<file path="src/rtl/aq_mmu_jtlb_pkg.sv">
// rtl/aq_mmu_jtlb_pkg.sv - shared constants and types for the JTLB data array controller
// Purpose: array geometry, invalidate-all FSM state encoding and way-mask constants.
package aq_mmu_jtlb_pkg;

    localparam int IDX_W     = 6;
    localparam int WAY_W     = 44;
    localparam int DEPTH     = 64;
    localparam int ARR_IDX_W = 9;

    localparam logic [IDX_W-1:0] LAST_IDX = IDX_W'(DEPTH - 1);

    localparam logic [1:0] WAY_NONE = 2'b00;
    localparam logic [1:0] WAY_0    = 2'b01;
    localparam logic [1:0] WAY_1    = 2'b10;
    localparam logic [1:0] WAY_BOTH = 2'b11;

    typedef enum logic [1:0] {
        ST_IDLE  = 2'd0,
        ST_SWEEP = 2'd1,
        ST_DONE  = 2'd2
    } inv_state_t;

    // Zero-extend an array index to the physical index port width.
    function automatic logic [ARR_IDX_W-1:0] arr_idx(input logic [IDX_W-1:0] idx);
        return {{(ARR_IDX_W-IDX_W){1'b0}}, idx};
    endfunction

endpackage

</file>
<file path="src/rtl/aq_mmu_jtlb_inv_sweep.sv">
// rtl/aq_mmu_jtlb_inv_sweep.sv - invalidate-all sweep FSM and index counter
// Purpose: on inv_all_req in IDLE, walks every array index once, then pulses done.
// Ports:
//   clk, rst       clock, asynchronous active-high reset
//   inv_all_req    level request, only looked at in IDLE
//   busy           high in SWEEP and DONE
//   done           one-cycle pulse (DONE state)
//   sweep_cen      high while SWEEP is driving the array
//   sweep_idx      index being cleared this cycle
module aq_mmu_jtlb_inv_sweep
    import aq_mmu_jtlb_pkg::*;
(
    input  logic             clk,
    input  logic             rst,
    input  logic             inv_all_req,
    output logic             busy,
    output logic             done,
    output logic             sweep_cen,
    output logic [IDX_W-1:0] sweep_idx
);

    inv_state_t       state;
    logic [IDX_W-1:0] cnt;

    // Outputs are registered alongside the state so they line up with it exactly.
    always_ff @(posedge clk or posedge rst) begin
        if (rst) begin
            state     <= ST_IDLE;
            cnt       <= '0;
            busy      <= 1'b0;
            done      <= 1'b0;
            sweep_cen <= 1'b0;
        end else begin
            case (state)
                ST_IDLE: begin
                    if (inv_all_req) begin
                        state     <= ST_SWEEP;
                        cnt       <= '0;
                        busy      <= 1'b1;
                        sweep_cen <= 1'b1;
                    end
                end
                ST_SWEEP: begin
                    // Counter wraps naturally to 0 after the last index.
                    cnt <= cnt + 1'b1;
                    if (cnt == LAST_IDX) begin
                        state     <= ST_DONE;
                        sweep_cen <= 1'b0;
                        done      <= 1'b1;
                    end
                end
                ST_DONE: begin
                    state <= ST_IDLE;
                    done  <= 1'b0;
                    busy  <= 1'b0;
                end
                default: begin
                    state     <= ST_IDLE;
                    cnt       <= '0;
                    busy      <= 1'b0;
                    done      <= 1'b0;
                    sweep_cen <= 1'b0;
                end
            endcase
        end
    end

    assign sweep_idx = cnt;

endmodule

</file>
<file path="src/rtl/aq_mmu_jtlb_data_ctrl.sv">
// rtl/aq_mmu_jtlb_data_ctrl.sv - JTLB data array port arbiter and read-data formatter
// Purpose: arbitrates invalidate-all sweep > refill write > lookup read onto the single
//          array port and holds the last read result.
// Ports:
//   forever_cpuclk, cpurst                  clock, asynchronous active-high reset
//   rd_req/rd_idx/rd_grant                  lookup read request
//   rd_vld/rd_way0_data/rd_way1_data        read result, valid one cycle after grant
//   wr_req/wr_idx/wr_way/wr_data/wr_grant   refill write request
//   inv_all_req/inv_all_busy/inv_all_done   invalidate-all control
//   jtlb_data_cen/wen/idx/din/dout          array port
module aq_mmu_jtlb_data_ctrl
    import aq_mmu_jtlb_pkg::*;
(
    input  logic                 forever_cpuclk,
    input  logic                 cpurst,
    input  logic                 rd_req,
    input  logic [IDX_W-1:0]     rd_idx,
    output logic                 rd_grant,
    output logic                 rd_vld,
    output logic [WAY_W-1:0]     rd_way0_data,
    output logic [WAY_W-1:0]     rd_way1_data,
    input  logic                 wr_req,
    input  logic [IDX_W-1:0]     wr_idx,
    input  logic [1:0]           wr_way,
    input  logic [WAY_W-1:0]     wr_data,
    output logic                 wr_grant,
    input  logic                 inv_all_req,
    output logic                 inv_all_busy,
    output logic                 inv_all_done,
    output logic                 jtlb_data_cen,
    output logic [1:0]           jtlb_data_wen,
    output logic [ARR_IDX_W-1:0] jtlb_data_idx,
    output logic [2*WAY_W-1:0]   jtlb_data_din,
    input  logic [2*WAY_W-1:0]   jtlb_data_dout
);

    logic               sweep_cen;
    logic [IDX_W-1:0]   sweep_idx;
    logic [2*WAY_W-1:0] hold;

    aq_mmu_jtlb_inv_sweep u_inv_sweep (
        .clk         (forever_cpuclk),
        .rst         (cpurst),
        .inv_all_req (inv_all_req),
        .busy        (inv_all_busy),
        .done        (inv_all_done),
        .sweep_cen   (sweep_cen),
        .sweep_idx   (sweep_idx)
    );

    // Requesters only get the port while the sweep FSM is idle.
    assign wr_grant = ~inv_all_busy & wr_req;
    assign rd_grant = ~inv_all_busy & rd_req & ~wr_req;

    always_comb begin
        jtlb_data_cen = 1'b0;
        jtlb_data_wen = WAY_NONE;
        jtlb_data_idx = '0;
        jtlb_data_din = '0;
        if (sweep_cen) begin
            jtlb_data_cen = 1'b1;
            jtlb_data_wen = WAY_BOTH;
            jtlb_data_idx = arr_idx(sweep_idx);
        end else if (wr_grant) begin
            // An empty way mask is consumed without touching the array.
            jtlb_data_cen = |wr_way;
            jtlb_data_wen = wr_way;
            jtlb_data_idx = arr_idx(wr_idx);
            jtlb_data_din = {wr_data, wr_data};
        end else if (rd_grant) begin
            jtlb_data_cen = 1'b1;
            jtlb_data_idx = arr_idx(rd_idx);
        end
    end

    // Array returns data the cycle after a read; keep it so it stays stable afterwards.
    always_ff @(posedge forever_cpuclk or posedge cpurst) begin
        if (cpurst) begin
            rd_vld <= 1'b0;
            hold   <= '0;
        end else begin
            rd_vld <= rd_grant;
            if (rd_vld) begin
                hold <= jtlb_data_dout;
            end
        end
    end

    assign rd_way0_data = rd_vld ? jtlb_data_dout[WAY_W-1:0]       : hold[WAY_W-1:0];
    assign rd_way1_data = rd_vld ? jtlb_data_dout[2*WAY_W-1:WAY_W] : hold[2*WAY_W-1:WAY_W];

endmodule

</file>
<file path="config.mk">
export PLATFORM = sky130hd
export DESIGN_NAME = aq_mmu_jtlb_data_ctrl
export DESIGN_NICKNAME = d
export VERILOG_FILES = /design/src/rtl/aq_mmu_jtlb_pkg.sv /design/src/rtl/aq_mmu_jtlb_inv_sweep.sv /design/src/rtl/aq_mmu_jtlb_data_ctrl.sv
export SDC_FILE = /design/constraint.sdc
export NUM_CORES = 1
export LEC_CHECK = 0
export BUFFER_PORTS_ARGS = -buffer_cell sky130_fd_sc_hd__buf_4
export CORE_AREA = 2 2 135 137
export DETAILED_ROUTE_END_ITERATION = 8
export DIE_AREA = 0 0 137 139
export PLACE_DENSITY = 0.54
export SLEW_MARGIN = 20
export SYNTH_ARGS = -nofsm -noshare
export SYNTH_HDL_FRONTEND = slang
export SYNTH_SLANG_ARGS = --single-unit
</file>
<file path="constraint.sdc">
create_clock -name forever_cpuclk -period 4.4 [get_ports forever_cpuclk]
set_clock_uncertainty 0.15 [all_clocks]
set_input_delay 0.44 -clock forever_cpuclk [delete_from_list [all_inputs] [get_ports forever_cpuclk]]
set_output_delay 0.44 -clock forever_cpuclk [all_outputs]
set_load 0.05 [all_outputs]
</file>
Yosys cells after proc, flatten, opt, wreduce, memory -nomap -nowiden
Cells that the tools add are included.
Cells by class
  bitwise gates (word level): 8
  multiplexer cells: 23
  reductions and logical operators: 7
  equal/unequal tests: 5
  $add $sub $neg: 1
Operators by type and width (number)
  88-bit 2-to-1 mux: 2
  44-bit 2-to-1 mux: 2
  6-bit 2-to-1 mux: 4
  6-bit one-hot mux with 3 select lines: 1
  2-bit 2-to-1 mux: 4
  2-bit AND reduction: 4
  6-bit by 1-bit adder with 6-bit output (second input constant): 1
  6-bit equality test (second input constant): 1
  1-bit 2-to-1 mux: 6
  1-bit inverter: 5
  1-bit one-hot mux with 2 select lines: 2
  2-bit one-hot mux with 2 select lines: 1
  1-bit AND: 3
  1-bit one-hot mux with 3 select lines: 1
  3-bit AND reduction: 1
  2-bit by 1-bit equality test with 1-bit output (second input constant): 1
  2-bit equality test (second input constant): 1
  2-bit zero test: 1
  2-bit by 1-bit != test with 1-bit output (second input constant): 1
  2-bit != test (second input constant): 1
  2-bit OR reduction: 1
Word-level totals
  bits in registers: 100
  bits of input ports: 151
  word-level logic and storage cells: 51

Depth between registers and ports, before layout
  depth in word-level cells: 6
  depth in mapped cells: 5
  gate-level depth less buffers: 4

By module
Synthesis repeated with hierarchy kept, for this count alone.
Unflattened totals
  cell total of the unflattened synthesis: 350
  area total of the unflattened synthesis: 4657.0 µm²
Modules (own cells, without submodules)
  aq_mmu_jtlb_data_ctrl: seq. area each 2227.1 µm², area an instance 4145.2 µm², instances 1, cells each 306
  aq_mmu_jtlb_inv_sweep: seq. area each 275.3 µm², area an instance 511.7 µm², instances 1, cells each 44

Least setup slack after synthesis
No wires, ideal clock.
  path type: reg2out
  from: reg u_inv_sweep.busy
  to: out jtlb_data_din[47]
  data required time: 3.810 ns
  cell stages (with the launch flop): 6
  buffers on the path: 2
  arrival: 2.228 ns
  slack: 1.582 ns
  path through: dfrtp_1 -> nor2b_4 -> nor2b_2 -> clkbuf_1 -> and2_1 -> buf_4
On the way
  word-level cells in the longest chain between the ends: 4
Ends and longest elaborated chain
  start: declaration: RTL line aq_mmu_jtlb_inv_sweep.sv:16  | output logic busy,
  start signal: assignment: RTL line aq_mmu_jtlb_inv_sweep.sv:30  | busy <= 1'b0;
  start signal: assignment: RTL line aq_mmu_jtlb_inv_sweep.sv:39  | busy <= 1'b1;
  start signal: assignment: RTL line aq_mmu_jtlb_inv_sweep.sv:55  | busy <= 1'b0;
  1-bit inverter: RTL line aq_mmu_jtlb_data_ctrl.sv:52  | assign wr_grant = ~inv_all_busy & wr_req;
  1-bit AND: RTL line aq_mmu_jtlb_data_ctrl.sv:52
  via wr_grant: RTL line aq_mmu_jtlb_data_ctrl.sv:26  | output logic wr_grant,
  88-bit 2-to-1 mux: RTL line aq_mmu_jtlb_data_ctrl.sv:64  | end else if (wr_grant) begin
  88-bit 2-to-1 mux: RTL line aq_mmu_jtlb_data_ctrl.sv:60  | if (sweep_cen) begin
  end: declaration: RTL line aq_mmu_jtlb_data_ctrl.sv:33  | output logic [2*WAY_W-1:0] jtlb_data_din,
The timed path passes the listed nets, and every way through them passes these cells.

Final worst setup path
  from: reg rd_vld
  to: out rd_way0_data[40]
On the way
  word-level cells in the longest chain between the ends: 1
Ends and longest elaborated chain
  start: declaration: RTL line aq_mmu_jtlb_data_ctrl.sv:19  | output logic rd_vld,
  start signal: assignment: RTL line aq_mmu_jtlb_data_ctrl.sv:82  | rd_vld <= rd_grant;
  44-bit 2-to-1 mux: RTL line aq_mmu_jtlb_data_ctrl.sv:89  | assign rd_way0_data = rd_vld ? jtlb_data_dout[WAY_W-1:0] : hold[WAY_W-1:0];
  end: declaration: RTL line aq_mmu_jtlb_data_ctrl.sv:20  | output logic [WAY_W-1:0] rd_way0_data,
No other way between the ends.

==> metrics.csv <==
metric;value;unit
yosys-top-cells-area;dfrtp_1 (54%), mux2_2 (21%), buf_4 (7.7%);
start_util;26.4;%
synthCells;358;
antenna_found_initial;2;
num_rows;49;
place_area;7090;sq um
fill_cells;1726;
status;complete, no violations;
powerDensity;821;nW/um^2
synth_flop_cell;dfrtp_1;
drt_iter0_markers;54;
endpoint_kind;primary output;
clk_root_buffer_cell;clkbuf_16;
cts.clk_slew.worst_paths;0.07;ns
worstMarginPinSlew;0.958;ns
async_flop_share;100;%
ioPinCount;344;
gr-total-overflow;0;
place_congestion;0.847;
seqCellArea;2510;sq um
portBuffers;340;
fmax;0.344;GHz
die_w;137;um
fin_area;7360;sq um
synth_top_area_share;53.7;%
cp_data_arrival_time;2.32;ns
post-cts-setup-buffer-count;0;
synth-edff-count;0;
period_share;66.1;%
cts_tree;built;
drive_above_1_share;69.5;%
drt_wl_total;15.4;mm
synth-seq-cells;100;
grt_pass1_wl;22.2;mm
synth_cell_types;34;
via_per_inst;4.30;
dp_hpwl;12.5;mm
drt_first_pass_iters;4;
clk_latency;0.34;ns
die_h;139;um
drtAntennaViolNets;0;
start_kind;flop;
core;17700;sq um
drc;0;
synth_warnings;0;
htreeDepth;3;
fin_tns_setup;0;ns
ctsHoldBuffers;0;
cts_buffers;9;
via_count;3809;
synth_most_common_cell;dfrtp_1;
required;3.81;ns
cap_violations;0;
hold_violations;0;
cts_sinks;100;
netlist_area;4660;sq um
wire_per_inst;17.4;um
nNetsFinal;802;
hold_ws;0.114;ns
crit_type;flop to primary output;
synth_area_per_cell;13.0;sq um
leakagePower;3.66;nW
yosys-top-cells-count;dfrtp_1 (100), mux2_2 (88), buf_4 (48), and2_1 (44), buf_2 (10);
peakVddDrop;0.000515;V
rsz0062_at_grt;false;
grt_pass1_vias;4063;
yosysSeqAreaShare;53.7;%
hold_class;input port to async pin;
cts_resized;0;
syn_to_final_growth;57.9;%
dieArea;19000;sq um
multi_input_area;1700;sq um
grt_max_degree;74;
clockBufferDepth;2;
crit_fanout;73;
track_usage;15.5;%
min_period;2.91;ns
final_max_slew_viol_count;0;
synth_largest_area_cell;dfrtp_1;
setup_viol;0;
max-slew-margin-rel;36.2;%
-- layer usage --
| metal | GRT usage, % | up-vias | part of all wire [%] |
|---|---|---|---|
| li1 | - | 1754 | - |
| met1 | 15.2 | 1810 | 34 |
| met2 | 28.8 | 222 | 53 |
| met3 | 4.61 | 23 | 10 |
| met4 | 7.76 | 0 | 2.9 |
| met5 | 0 | - | 0 |
-- cell type report --
type                    count  area share, %
flip-flops and latches    100           34.0
inverters                   5          0.289
clock inverters             4          0.357
clock buffers              12           3.21
well taps                 229           3.89
diodes                      2         0.0680
repair buffers            344           35.1
multi-input cells         190           23.0
-- worst max-delay path: stages (launching register included) --
cell and delay (ns):
dfrtp_4 1.01, buf_4 0.32, mux2_2 0.37, buf_4 0.19
-- final timing paths --
path / start / endpoint / cells past startpoint / slack [ns]
hold reg to reg: hold[18]$_DFFE_PP0P_ / hold[18]$_DFFE_PP0P_ / 1 / 0.35
max in group asynchronous: cpurst / hold[50]$_DFFE_PP0P_ / 3 / 2.98
setup / recovery: rd_vld$_DFF_PP0_ / rd_way0_data[40] / 3 / 1.49
setup reg to reg: rd_vld$_DFF_PP0_ / hold[40]$_DFFE_PP0P_ / 2 / 2.35
min in group forever_cpuclk: jtlb_data_dout[4] / hold[4]$_DFFE_PP0P_ / 2 / 0.20
hold / removal: cpurst / hold[38]$_DFFE_PP0P_ / 2 / 0.11
-- sequential cells by signal, summed over array words and instances, names as in the netlist --
| register | flops |
|---|---|
| hold | 88 |
| u_inv_sweep.sweep_idx | 6 |
| u_inv_sweep.state | 2 |
| rd_vld | 1 |
| u_inv_sweep.busy | 1 |
| u_inv_sweep.done | 1 |
| u_inv_sweep.sweep_cen | 1 |
-- placed cells by master, fill, tap and decap left out, types with 3 or more instances in the layout --
cell type	count
a221o_1	7
and2_1	44
buf_4	344
clkbuf_1	3
clkbuf_16	9
conb_1	3
dfrtp_1	99
inv_1	4
mux2_2	88
nand2_1	3
nand3_1	4
nor2_1	5
nor2b_1	4
nor3b_2	6
o22ai_1	3
-- power by group --
group	internal [mW]	total, mW	switching [mW]	leakage (nW)
Combinational	1.21	3.77	2.56	2.35
Sequential	1.37	1.56	0.199	1.18
Clock	0.383	0.713	0.330	0.127
Total	2.96	6.05	3.09	3.66
-- logic make-up after synthesis --
| family | synth area share, % |
|---|---|
| compound gates | 3.95 |
| fa+ha+maj | 0.268 |
| buf+inv | 10.1 |
| flops | 53.7 |
| mux | 21.3 |
| other cells | 0.0804 |
| simple gates | 10.7 |
-- metrics by stage --
stage	utilization (%)	setup WS, ns	std cells	power, mW
final	41.7	1.49	886	6.05
after global placement	40.2	1.85	868	5.35
after global routing	41.7	1.37	886	6.34
after floorplan	-	1.19	360	4.26
after detailed placement	40.2	1.80	868	5.39
after CTS	41.7	1.41	884	6.13
Power figures use the tool's default switching activity.
